<file path="config.mk">
export PLATFORM = sky130hd
export DESIGN_NAME = spike_detect
export DESIGN_NICKNAME = d
export VERILOG_FILES = /design/src/rtl/spike_detect.sv
export SDC_FILE = /design/constraint.sdc
export NUM_CORES = 1
export LEC_CHECK = 0
export CORE_MARGIN = 10
export CORE_UTILIZATION = 41
export DETAILED_ROUTE_END_ITERATION = 8
export SYNTH_ARGS = -nofsm -noshare
export SYNTH_HDL_FRONTEND = slang
export SYNTH_SLANG_ARGS = --single-unit
</file>
<file path="constraint.sdc">
create_clock -name CLK -period 3 [get_ports CLK]
set_input_delay 0.9 -clock CLK [delete_from_list [all_inputs] [get_ports CLK]]
set_output_delay 0.9 -clock CLK [all_outputs]
set_load 0.01 [all_outputs]
</file>
<file path="src/rtl/spike_detect.sv">
// spike_detect: threshold spike detector with refractory period and optional peak capture.
// Ports: CLK, RST (async, active-high), EN, DATA_IN, DATA_VALID, THRESHOLD in;
//        SPIKE_FLAG, SPIKE_TS, PEAK_OUT, BUSY out.
// Macro SPIKE_DETECT_PEAK_CAPTURE_EN adds the peak register; without it PEAK_OUT is tied to 0.
module spike_detect #(
  parameter int BITSIZE = 12,
  parameter int REFRACT = 16
) (
  input  logic               CLK,
  input  logic               RST,
  input  logic               EN,
  input  logic [BITSIZE-1:0] DATA_IN,
  input  logic               DATA_VALID,
  input  logic [BITSIZE-2:0] THRESHOLD,
  output logic               SPIKE_FLAG,
  output logic [15:0]        SPIKE_TS,
  output logic [BITSIZE-2:0] PEAK_OUT,
  output logic               BUSY
);
  typedef enum logic [1:0] {IDLE, ARMED, EVENT, DEAD} state_t;
  localparam logic [7:0] REFR = 8'(REFRACT);
  state_t state;
  logic [BITSIZE-2:0] low, mag, s1_mag, s1_thr;
  logic [15:0] cnt, s1_idx;
  logic [7:0] refr;
  logic s1_valid, above;
  // Below midscale the distance is 2^(B-1)-low, i.e. -low in B-1 bits; low==0 would overflow, so saturate.
  assign low = DATA_IN[BITSIZE-2:0];
  assign mag = DATA_IN[BITSIZE-1] ? low : (low == '0 ? '1 : -low);
  assign above = s1_mag > s1_thr;
  always_ff @(posedge CLK or posedge RST)
    if (RST) begin
      cnt <= '0;
      s1_valid <= 1'b0;
      s1_mag <= '0;
      s1_thr <= '0;
      s1_idx <= '0;
    end else begin
      s1_valid <= EN && DATA_VALID;
      if (!EN) cnt <= '0;
      else if (DATA_VALID) begin
        cnt <= cnt + 16'd1;
        s1_mag <= mag;
        s1_thr <= THRESHOLD;
        s1_idx <= cnt;
      end
    end
  always_ff @(posedge CLK or posedge RST)
    if (RST) begin
      state <= IDLE;
      refr <= '0;
      SPIKE_FLAG <= 1'b0;
      SPIKE_TS <= '0;
      BUSY <= 1'b0;
    end else begin
      SPIKE_FLAG <= 1'b0;
      if (!EN) begin
        state <= IDLE;
        refr <= '0;
        BUSY <= 1'b0;
      end else
        case (state)
          IDLE: state <= ARMED;
          ARMED:
            if (s1_valid && above) begin
              state <= EVENT;
              BUSY <= 1'b1;
              SPIKE_FLAG <= 1'b1;
              SPIKE_TS <= s1_idx;
            end
          EVENT:
            if (s1_valid && !above) begin
              state <= (REFRACT == 0) ? ARMED : DEAD;
              BUSY <= REFRACT != 0;
              refr <= REFR;
            end
          DEAD:
            if (s1_valid) begin
              refr <= refr - 8'd1;
              if (refr == 8'd1) begin
                state <= ARMED;
                BUSY <= 1'b0;
              end
            end
          default: state <= IDLE;
        endcase
    end
`ifdef SPIKE_DETECT_PEAK_CAPTURE_EN
  logic [BITSIZE-2:0] peak;
  always_ff @(posedge CLK or posedge RST)
    if (RST) begin
      peak <= '0;
      PEAK_OUT <= '0;
    end else if (EN && s1_valid) begin
      if (state == ARMED && above) peak <= mag_q();
      else if (state == EVENT && above && s1_mag > peak) peak <= s1_mag;
      else if (state == EVENT && !above) PEAK_OUT <= peak;
    end
  function automatic logic [BITSIZE-2:0] mag_q();
    return s1_mag;
  endfunction
`else
  assign PEAK_OUT = '0;
`endif
endmodule

</file>
==> reports/metrics.cfg <==
[synthesis]
synth_top_area_share_pct = 49.6
synth_cells = 430
synth_ff_type = dfrtp_1
ys_ff_latch = 83
synth.avg_cell_area_um2 = 9.74
synth_area_leader_cell = dfrtp_1
synth_warnings = 0
syn-cell-area_um2 = 4190
ys_types = 46
synthArstFlopShare_pct = 100
ys_top_cells_by_area = dfrtp_1 (50%), nand2_1 (7.2%), ha_1 (5.4%), mux2_4 (3.2%), nor2_1 (3.2%)
seq_area_frac_synth_pct = 49.6
synth_edf_count = 0

[setup_path]
reg2reg_depth = 7
worstPathArrival_ns = 2.91
end_kind = register
crit_slowest_cell = or4_1
crit_chain = ha_1 -> a21oi_1 -> a211oi_1 -> a2111oi_4 -> o221ai_2 -> or4_1 -> nand3_1
cp_max_fo = 13
r2r-end = refr[5]$_DFFE_PP0P_
critPathRequiredTime_ns = 3.28
worstSetupPathType = reg2reg
r2r-start = s1_mag[2]$_DFFE_PP0P_
max_stage_delay_ns = 0.57
worst-r2r-setup-slack_ns = 0.37
worst_setup_path_start_kind = register

[global_route]
use_met3_pct = 2.61
grt_pass1_vias = 3069
grt_usage_pct = 12.3
use_met1_pct = 16.6
use_met2_pct = 18.9
top_usage_layer = met2
grt_overflow = 0
grt_pass1_wl_um = 15000
antenna_found_initial = 0
grt_max_degree = 69

[timing]
hold_slack_ns = 0.476
hold_violations = 0
final.setup_skew_ns = 0.00965
slew_violations = 0
min_period_ns = 2.63
timing.fmax_mhz = 380
worstMarginPinSlew_ns = 0.627
setup_tns_ns = 0
relSlewSlack_pct = 58.1
fin_crit_sh_pct = 87.7
rsz0062_at_grt = false
setup_viol = 0

[routing]
firstDrtPassIters = 4
drt_wl_total_um = 8760
via_count = 3097
vias_per_cell = 5.06
drcViolationCount = 0
postRouteAntennaNets = 0
routedWlPerCell_um = 14.3
drt_iter0_markers = 184

[outcome]
status = finished, final reports clean

[final_layout]
n_antenna_cell = 0
final_cell_area_um2 = 4940
syn_to_final_growth_pct = 18.1
register_area_um2 = 2080
drive_gt1_share_pct = 9.81
fin_util_pct = 50.1
final_nets = 519
nFillCells = 909
multi_input_area_um2 = 1870

[clocking]
cts_setup_buffers = 0
ctsHoldBuffers = 0
ctsRootBufferMaster = clkbuf_8
cts_tree = done
clock_latency_ns = 0.35
htree_num_levels = 3
cts.path.max_buffers = 2
numClockSinks = 83
clk_pin_slew_ns = 0.09
cts_resized = 0
cts_buffers = 9

[floorplanning]
die_w_um = 121
fp.dieH_um = 121
dieArea_um2 = 14700
start_util_pct = 42.4
core_region_area_um2 = 9860
io_pins = 56
std_cell_rows = 36

[placed_design]
gp_congestion = 0.826
placedInstanceArea_um2 = 4730
hpwl_um = 6270
io_buffers = 44

[power_and_ir_drop]
power_leakage_nw = 2.28
p_total_mw = 2.64
ir_drop_v = 0.000239
powerDensity_nw_per_um2 = 534

[min_path]
hold_path.startpoint = s1_idx[13]$_DFFE_PP0P_
min_path_type = reg2reg
hold_path_end = s1_idx[13]$_DFFE_PP0P_
hold_path_depth = 2

[run]
cap_violations = 0

-- worst max-delay path by stage --
stage                           from                       end  slack, ns  cells past startpoint
2_1_floorplan  s1_mag[6]$_DFFE_PP0P_   SPIKE_TS[0]$_DFFE_PP0P_       0.65                      9
5_1_grt        s1_mag[2]$_DFFE_PP0P_       refr[3]$_DFFE_PP0P_       0.16                      7
3_5_place_dp              DATA_IN[0]     s1_mag[0]$_DFFE_PP0P_       0.26                      8
3_3_place_gp              DATA_IN[0]     s1_mag[0]$_DFFE_PP0P_       0.30                      8
4_1_cts        s1_mag[8]$_DFFE_PP0P_  SPIKE_TS[11]$_DFFE_PP0P_       0.36                      8
6_report       s1_mag[2]$_DFFE_PP0P_       refr[5]$_DFFE_PP0P_       0.37                      7
-- critical path: cells and delay by family, from the launching register on --
kind | cells | cell delay [ns]
flip-flops | 1 | 0.40
AND/OR/NAND/NOR | 2 | 0.67
adder cells (fa/ha/maj) | 1 | 0.33
AO/OA/AOI/OAI | 4 | 1.16
-- registers in the layout, summed over array words and instances (netlist names) --
register / cells
s1_thr: 11
state: 2
refr: 8
s1_mag: 11
SPIKE_FLAG: 1
s1_valid: 1
cnt: 16
s1_idx: 16
BUSY: 1
SPIKE_TS: 16
-- power breakdown --
part / total, mW / internal (mW) / switching (mW)
clock network: 0.837 / 0.416 / 0.421
registers: 1.25 / 1.20 / 0.0525
logic: 0.555 / 0.248 / 0.307
-- cell families (layout without fill, tap and decap cells) --
logic type | count (synthesis) | count (layout) | synth area share (%)
buffers and inverters | 54 | 93 | 6.57
AO/OA/AOI/OAI | 59 | 59 | 9.15
other | 1 | 11 | 0.0896
adder cells (fa/ha/maj) | 18 | 18 | 5.38
flip-flops | 83 | 83 | 49.6
AND/OR/NAND/NOR | 175 | 175 | 18.9
multiplexers | 22 | 22 | 6.58
XOR/XNOR | 18 | 18 | 3.77
-- layout by cell type (no fill, tap or decap), drive strengths merged, types with 2 or more instances in the layout --
cell type	Yosys	final
mux2	17	17
nor2b	2	2
xnor2	9	9
a211oi	3	3
nand2b	3	3
nand4	13	13
nor3	7	7
and3	3	3
and2	2	2
nand2	80	80
xor2	9	9
clkdlybuf4s50	0	44
a31oi	2	2
clkinvlp	0	4
or4	3	3
dfrtp	83	83
mux2i	5	5
o21ai	20	20
buf	15	7
ha	18	18
nor2	36	36
nand3b	2	2
nand3	12	12
or3	10	10
inv	26	27
conb	1	11
a2111oi	3	3
clkbuf	13	10
a21oi	23	23
-- layout make-up --
class	instances	area share, %
Clock inverter	6	1.47
Sequential cell	83	42.0
Timing Repair Buffer	51	10.5
Inverter	26	2.05
Multi-Input combinational cell	303	37.9
Clock buffer	10	2.78
Tap cell	133	3.37
-- per-layer routing --
metal | up-vias | wire (µm)
met5 | - | 0
met3 | 13 | 441
met4 | 0 | 123
met1 | 1506 | 4210
met2 | 64 | 3990
li1 | 1514 | -
-- stage by stage --
stage,worst slack (ns),std cells
final,0.368,612
after floorplan,0.652,440
after global routing,0.161,612
after CTS,0.360,612
after detailed placement,0.259,596
after global placement,0.297,596
-- synthesized netlist by cell type, drive strengths merged (2+ instances only) --
library cell  instances
dfrtp                83
nand2                80
nor2                 36
inv                  26
a21oi                23
o21ai                20
ha                   18
mux2                 17
buf                  15
clkbuf               13
nand4                13
nand3                12
or3                  10
xnor2                 9
xor2                  9
nor3                  7
mux2i                 5
a2111oi               3
a211oi                3
and3                  3
nand2b                3
or4                   3
a31oi                 2
and2                  2
nand3b                2
nor2b                 2
Power figures use the tool's default switching activity.
